===== src/rtl/asrm_byte_bridge_pkg.sv =====
// Shared size codes, FSM state encoding and byte-count helper for the byte bridge.
// Little-endian, with the byte count clamped to the CPU word width.
package asrm_byte_bridge_pkg;

    localparam logic [1:0] SIZE_WORD = 2'b00;
    localparam logic [1:0] SIZE_32   = 2'b01;
    localparam logic [1:0] SIZE_16   = 2'b10;
    localparam logic [1:0] SIZE_8    = 2'b11;

    typedef enum logic [1:0] {
        ST_IDLE  = 2'b00,
        ST_XFER  = 2'b01,
        ST_FLUSH = 2'b10,
        ST_DONE  = 2'b11
    } state_e;

    // Bytes moved for a size code, never more than the CPU word holds.
    function automatic int unsigned size_bytes(input logic [1:0] size, input int unsigned wbytes);
        int unsigned n;
        case (size)
            SIZE_32: n = 4;
            SIZE_16: n = 2;
            SIZE_8:  n = 1;
            default: n = wbytes;
        endcase
        if (n > wbytes) n = wbytes;
        return n;
    endfunction

endpackage


===== src/rtl/asrm_byte_lanes.sv =====
// Read-assembly lanes and write-byte mux; rdata_o updates one edge after load_i, lanes >= n zeroed.
// No backpressure: captures whatever byte the controller flags.
module asrm_byte_lanes #(
    parameter int WORDSIZE = 16,
    parameter int CW       = 2
) (
    input  logic                clk,
    input  logic                reset,
    input  logic                clr_i,
    input  logic                cap_vld_i,
    input  logic [CW-1:0]       cap_idx_i,
    input  logic [7:0]          cap_byte_i,
    input  logic                load_i,
    input  logic [CW-1:0]       nbytes_i,
    input  logic [CW-1:0]       wsel_i,
    input  logic [WORDSIZE-1:0] wdata_i,
    output logic [WORDSIZE-1:0] rdata_o,
    output logic [7:0]          wbyte_o
);

    localparam int WBYTES = WORDSIZE / 8;

    logic [WBYTES-1:0][7:0] asm_q, asm_d, lane_new;
    logic [WORDSIZE-1:0]    rdata_q, rdata_d;

    always_comb begin
        lane_new = asm_q;
        if (cap_vld_i) begin
            for (int l = 0; l < WBYTES; l++) begin
                if (cap_idx_i == CW'(l)) lane_new[l] = cap_byte_i;
            end
        end
        asm_d = clr_i ? '0 : lane_new;

        // The final byte arrives on the same edge that publishes rdata, so load from lane_new.
        rdata_d = rdata_q;
        if (load_i) begin
            for (int l = 0; l < WBYTES; l++) begin
                rdata_d[8*l +: 8] = (CW'(l) < nbytes_i) ? lane_new[l] : 8'h00;
            end
        end

        wbyte_o = 8'h00;
        for (int l = 0; l < WBYTES; l++) begin
            if (wsel_i == CW'(l)) wbyte_o = wdata_i[8*l +: 8];
        end
    end

    always_ff @(posedge clk) begin
        if (!reset) begin
            asm_q   <= '0;
            rdata_q <= '0;
        end else begin
            asm_q   <= asm_d;
            rdata_q <= rdata_d;
        end
    end

    assign rdata_o = rdata_q;

endmodule


===== src/rtl/asrm_byte_bridge.sv =====
// Splits one CPU access into n byte-wide RAM accesses; ready pulses n+1 cycles after the latch edge.
// No backpressure on the RAM side; the core stalls on busy until the ready pulse.
module asrm_byte_bridge
    import asrm_byte_bridge_pkg::*;
#(
    parameter int wordsize = 16
) (
    input  logic                clk,
    input  logic                reset,
    input  logic                req_i,
    input  logic                we_i,
    input  logic [1:0]          size_i,
    input  logic [wordsize-1:0] addr_i,
    input  logic [wordsize-1:0] wdata_i,
    output logic [wordsize-1:0] rdata_o,
    output logic                ready_o,
    output logic                busy_o,
    output logic [wordsize-1:0] ram_addr_o,
    output logic [7:0]          ram_wdata_o,
    output logic                ram_we_o,
    output logic                ram_en_o,
    input  logic [7:0]          ram_rdata_i
);

    localparam int WBYTES = wordsize / 8;
    localparam int CW     = $clog2(WBYTES) + 1;
    localparam logic [CW-1:0] ONE = CW'(1);

    state_e              state_q, state_d;
    logic [CW-1:0]       idx_q, idx_d;
    logic [CW-1:0]       n_q, n_d;
    logic [wordsize-1:0] addr_q, addr_d;
    logic [wordsize-1:0] wdata_q, wdata_d;
    logic                we_q, we_d;
    logic                cap_vld_q, cap_vld_d;
    logic [CW-1:0]       cap_idx_q, cap_idx_d;
    logic                latch;

    always_comb begin
        state_d   = state_q;
        idx_d     = idx_q;
        n_d       = n_q;
        addr_d    = addr_q;
        wdata_d   = wdata_q;
        we_d      = we_q;
        latch     = 1'b0;
        // A read byte issued this cycle is returned next cycle and captured the edge after.
        cap_vld_d = (state_q == ST_XFER) && !we_q;
        cap_idx_d = idx_q;

        case (state_q)
            ST_IDLE: begin
                if (req_i) begin
                    state_d = ST_XFER;
                    latch   = 1'b1;
                    idx_d   = '0;
                    n_d     = CW'(size_bytes(size_i, WBYTES));
                    addr_d  = addr_i;
                    wdata_d = wdata_i;
                    we_d    = we_i;
                end
            end
            ST_XFER: begin
                if (idx_q == n_q - ONE) state_d = ST_FLUSH;
                else                    idx_d   = idx_q + ONE;
            end
            ST_FLUSH: state_d = ST_DONE;
            ST_DONE:  state_d = ST_IDLE;
            default:  state_d = ST_IDLE;
        endcase
    end

    always_ff @(posedge clk) begin
        if (!reset) begin
            state_q   <= ST_IDLE;
            idx_q     <= '0;
            n_q       <= '0;
            addr_q    <= '0;
            wdata_q   <= '0;
            we_q      <= 1'b0;
            cap_vld_q <= 1'b0;
            cap_idx_q <= '0;
        end else begin
            state_q   <= state_d;
            idx_q     <= idx_d;
            n_q       <= n_d;
            addr_q    <= addr_d;
            wdata_q   <= wdata_d;
            we_q      <= we_d;
            cap_vld_q <= cap_vld_d;
            cap_idx_q <= cap_idx_d;
        end
    end

    asrm_byte_lanes #(
        .WORDSIZE (wordsize),
        .CW       (CW)
    ) u_lanes (
        .clk        (clk),
        .reset      (reset),
        .clr_i      (latch),
        .cap_vld_i  (cap_vld_q),
        .cap_idx_i  (cap_idx_q),
        .cap_byte_i (ram_rdata_i),
        .load_i     ((state_q == ST_FLUSH) && !we_q),
        .nbytes_i   (n_q),
        .wsel_i     (idx_q),
        .wdata_i    (wdata_q),
        .rdata_o    (rdata_o),
        .wbyte_o    (ram_wdata_o)
    );

    // Strobes are masked while reset is asserted so an aborted write never reaches the RAM.
    assign ram_en_o   = (state_q == ST_XFER) && reset;
    assign ram_we_o   = ram_en_o && we_q;
    assign ram_addr_o = addr_q + {{(wordsize-CW){1'b0}}, idx_q};
    assign ready_o    = (state_q == ST_DONE);
    assign busy_o     = (state_q != ST_IDLE);

endmodule


===== config.mk =====
export PLATFORM = sky130hd
export DESIGN_NAME = asrm_byte_bridge
export DESIGN_NICKNAME = d
export VERILOG_FILES = /design/src/rtl/asrm_byte_bridge_pkg.sv /design/src/rtl/asrm_byte_lanes.sv /design/src/rtl/asrm_byte_bridge.sv
export SDC_FILE = /design/constraint.sdc
export NUM_CORES = 1
export LEC_CHECK = 0
export CELL_PAD_IN_SITES_DETAIL_PLACEMENT = 1
export CELL_PAD_IN_SITES_GLOBAL_PLACEMENT = 2
export CORE_MARGIN = 5
export CORE_UTILIZATION = 30
export DETAILED_ROUTE_END_ITERATION = 7
export PLACE_DENSITY = 0.91
export SYNTH_ARGS = -nofsm -noshare
export SYNTH_HDL_FRONTEND = slang
export SYNTH_SLANG_ARGS = --single-unit

===== constraint.sdc =====
create_clock -name clk -period 4.4 [get_ports clk]
set_clock_uncertainty 0.15 [all_clocks]
set_input_delay 0.88 -clock clk [delete_from_list [all_inputs] [get_ports clk]]
set_output_delay 0.88 -clock clk [all_outputs]
set_load 0.01 [all_outputs]

* Yosys cells after proc, flatten, opt, wreduce, memory -nomap -nowiden
Index checks and enable logic that the tools add are counted.
** Word-level totals
- Flip-flop bits (word level) :: 74
- Bits of input ports :: 46
- Output and inout port bits :: 44
** Operators by class
- Add/subtract/negate cells :: 3
- $lt $le $gt $ge :: 3
- Equality and inequality tests :: 11
- Muxes and demuxes :: 19
- Bitwise operators :: 1
- Reduce and logical (&&, ||, !) cells :: 14
** Operators by type and width (count)
- $mux 32 :: 2
- $mux 8 :: 6
- $gt 32x2->1 const B :: 1
- $add 16x2->16 :: 1
- $mux 16 :: 1
- $mux 2 :: 5
- $eq 2x1->1 const B :: 4
- $pmux 2 s4 :: 1
- $eq 2x2->1 const B :: 3
- $logic_not 2->1 :: 3
- $pmux 3 s2 :: 1
- $logic_and 1x1->1 :: 4
- $lt 1x2->1 const A :: 2
- $ne 2x2->1 const B :: 2
- $pmux 2 s2 :: 1
- $reduce_and 2->1 :: 2
- $reduce_bool 2->1 :: 2
- $reduce_and 3->1 :: 1
- $add 2x1->2 const B :: 1
- $eq 2x2->1 :: 1
- $mux 1 :: 2
- $ne 2x1->1 const B :: 1
- $reduce_or 2->1 :: 1
- $sub 2x1->2 const B :: 1
- 2 further kinds :: 2

* Longest topological paths before layout
- Word-level depth :: 6
- Depth in mapped cells :: 8

* Hierarchy
From an unflattened synthesis, not the netlist that was laid out.
** Unflattened totals
- Cells, all modules :: 391
- Area total of the unflattened synthesis :: 3358.2 um2
** By module, submodules not included
- asrm_byte_bridge :: instances 1, cells an instance 239, area each 1981.9 um2, sequential area each 840.8 um2
- asrm_byte_lanes :: instances 1, cells an instance 152, area each 1376.3 um2, sequential area each 640.6 um2

* Worst setup path after synthesis
No wires, ideal clock.
- Kind :: reg2out
- Start point :: register idx_q[0], in the netlist cap_idx_d[0]
- End point :: output ram_addr_o[8]
- Data arrival time :: 1.549 ns
- Data required time :: 3.370 ns
- Setup slack :: 1.821 ns
- Stages on the path, launching flop included :: 6
- Buffers on the path :: 0
- Cells stage by stage :: dfxtp_1 ha_1 fa_1 and3_1 and3_1 xor2_1
** Between the ends
- Cells in the longest elaborated chain, start to end :: 1
** Ends and longest elaborated chain
- start: declaration :: line asrm_byte_bridge.sv:30 : logic [CW-1:0] idx_q, idx_d;
- start signal: assignment :: line asrm_byte_bridge.sv:85 : idx_q <= idx_d;
- $add 16x2->16 :: line asrm_byte_bridge.sv:116 : assign ram_addr_o = addr_q + {{(wordsize-CW){1'b0}}, idx_q};
- end: declaration :: line asrm_byte_bridge.sv:18 : output logic [wordsize-1:0] ram_addr_o,
No other way between the ends.

* Final worst setup path
Ends and elaborated chain as after synthesis.

==> flow_summary.ini <==
[critical_path]
reg2reg_from = state_q[0]$_SDFFE_PN0P_
cp-startpoint = cap_idx_d[0]$_SDFFE_PN0P_
start_kind = flop
critPathSlowestCell = clkdlybuf4s50_1
crit_family = adder cells
cp.arrival_ps = 2490
crit_chain = ha_1 -> fa_1 -> and3_1 -> and3_1 -> xor2_1 -> clkdlybuf4s50_1
path_max_fanout = 5
worst_path_most_repeated_cell = and3_1
path_buf_inv = 1
worst-setup-path-type = reg -> out
end_kind = output pin
max_stage_delay_ps = 550
required_ps = 3370

[placement]
place_congestion = 0.756
hpwl_um = 6790
port_buffers = 89
place_area_sq_mm = 0.00429

[clocking]
clkLatencyLatePin_ps = 340
post_cts_buffers = 0
numCtsBuffers = 9
clock-sinks = 74
cts.htree.levels = 3
cts_tree = done
clk_path_buf_depth = 2
cts-resized-gates = 0
hold_buffers = 0
clock-root-buffer = clkbuf_8
clk_transition_reported_paths_ps = 80

[floorplan]
start_util_pct = 30.6
rows = 38
pin_count = 90
die-area_sq_mm = 0.0133
core_sq_mm = 0.0108
die_h_um = 115
die_w_um = 115

[drt]
wl_per_cell_um = 14.9
vias = 2875
first_pass_iters = 4
vias_per_cell = 4.66
drtAntennaViolNets = 0
route.detailed.drc = 0
drtIter0Drc = 96
postRouteWirelength_um = 9200

[power_and_ir_drop]
p_comb_share_pct = 32.6
p_leak_nw = 1.76
switching_share_pct = 34.6
ir_worst_vdd_uv = 154
p_seq_share_pct = 42.0
pwr-share-clk_pct = 25.4
internal_power_mw = 1.26
netSwitchingPower_mw = 0.667
power.density_mw_per_mm2 = 431

[logic_synthesis]
synth_mux_area_share_pct = 5.74
yosys.cell_types.count = 34
yosysMostFrequentCell = nand2_1
yosys_warnings = 0
synthTopCellsByArea = dfxtp_1 45%, nand2_1 13%, a21boi_1 8.2%
synthTopCellsByCount = 111 x nand2_1, 74 x dfxtp_1, 36 x a21boi_1
ys_ff_latch = 74
netlist_instances = 390
synth_compound_area_share_pct = 13.1
avgSynthCellArea_sq_um = 8.50
syn-num-nets = 448
yosys.area_share.adder_pct = 4.75
synthXorXnorAreaFrac_pct = 3.96
synth_ff_type = dfxtp_1
async_flop_share_pct = 0
synth_top_family_by_area = simple AND/OR/NAND/NOR gates
ys_seq_area_share_pct = 44.7
synth_edf_count = 0
synthesis.area_sq_mm = 0.00332
synth_top_cell_area_share_pct = 44.7
synth-simple-area-share_pct = 23.4
yosys.area.top_type = dfxtp_1

[layout]
nets = 530
utilization_pct = 41.3
fill_cells = 1313
antenna_cells = 0
drive_above_1_share_pct = 4.61
areaGrowthSynthToFinish_pct = 34.9
fin_area_sq_mm = 0.00447

[sta]
final.setup.tns_ps = 0
finalCriticalPeriod_ps = 3520
max_slew_margin_pct = 56.8
max_freq_mhz = 284
hold_viol = 0
setup_viol = 0
tightest_slew_ps = 647
rsz0062_at_grt = false
period_share_pct = 80.0
slew_viol_final = 0

[hold_path]
hp-start = wdata_q[12]$_SDFFE_PN0P_
min_path_type = reg -> reg

[flow_run]
maxCapViolations = 0

[grt]
grt_overflow = 0
grt_pass1_wl_um = 15200
grt_pass1_vias = 3151
grt_start_max_net_pins = 33
antenna_found_initial = 0
groute.usage.overall_pct = 14.4

[run_status]
status = completed
-- metrics by stage --
| stage | setup slack (ps) | total power, mW | hold slack (ps) | std cells |
|---|---|---|---|---|
| final | 881 | 1.93 | 312 | 617 |
| after global placement | 1240 | 1.45 | 294 | 601 |
| after global routing | 730 | 2.06 | 331 | 617 |
| after CTS | 834 | 1.97 | 315 | 617 |
| after floorplan | 1820 | 1.19 | 272 | 390 |
| after detailed placement | 1220 | 1.47 | 303 | 601 |
-- cell usage in the layout (no fill, tap or decap), drive strengths merged, types with 2 or more instances in the layout --
cell type and count:
xor2 5, and3 4, dfxtp 74, ha 11
mux2i 19, nand4 3, and2 19, clkbuf 12
or3 2, clkinv 3, and4 2, clkdlybuf4s50 88
nand2 111, buf 5, inv 8, nand3 6
o21ai 28, xnor2 10, and3b 2, a21boi 36
nand2b 3, nor2 17
-- power groups by stage --
stage	logic [mW]	clock network (mW)	registers, mW
2_1_floorplan	0.385	0	0.808
3_3_place_gp	0.630	0	0.821
3_5_place_dp	0.641	0	0.827
4_1_cts	0.646	0.509	0.811
5_1_grt	0.700	0.541	0.823
6_report	0.628	0.490	0.810
-- final timing paths --
path                                 endpoint  slack (ps)  depth (start not counted)
setup / recovery                ram_addr_o[8]         880                          6
hold / removal       wdata_q[12]$_SDFFE_PN0P_         310                          2
setup reg to reg  u_lanes.asm_q[7]$_SDFF_PP0_        2130                          5
hold reg to reg      wdata_q[12]$_SDFFE_PN0P_         310                          2
-- logic make-up (layout without fill, tap and decap cells) --
| family | after synthesis | in the layout |
|---|---|---|
| muxes | 19 | 19 |
| AOI/OAI and AO/OA | 67 | 67 |
| DFF | 74 | 74 |
| adders and majority gates | 12 | 12 |
| buffers and inverters | 30 | 117 |
| and+or+nand+nor | 173 | 173 |
| xor gates and xnor gates | 15 | 15 |
-- layer usage --
metal | vias to the layer above | GRT usage, % | share of wire, % | wire length, um
met5 | - | 0 | 0 | 0
met4 | 0 | 5.40 | 1.7 | 158
met3 | 10 | 3.05 | 4.4 | 408
met2 | 53 | 25.3 | 49 | 4470
met1 | 1368 | 17.1 | 45 | 4160
li1 | 1444 | - | - | -
-- worst reg2reg max path: cells and delay by family, from the launching register on --
kind / cells / cell delay, ps
and+or+nand+nor: 3 / 1290
adders and majority gates: 1 / 270
DFF: 1 / 390
buffers and inverters: 1 / 100
-- final cells by class --
class	count	area (sq um)	area share [%]
inverter	8	30.0	0.672
multi-input combinational	286	1690	37.7
clock buffer	12	155	3.47
timing repair buffer	93	916	20.5
clock inverter	4	26.3	0.588
sequential	74	1480	33.1
tap	140	175	3.92
-- sequential cells by signal (all words and copies together) (netlist names) --
register	cells
n_q	2
wdata_q	16
state_q	2
cap_idx_d	2
we_q	1
cap_vld_q	1
addr_q	16
u_lanes.asm_q	16
cap_idx_q	2
u_lanes.rdata_o	16
No activity file was read; power rests on OpenSTA's default activity.
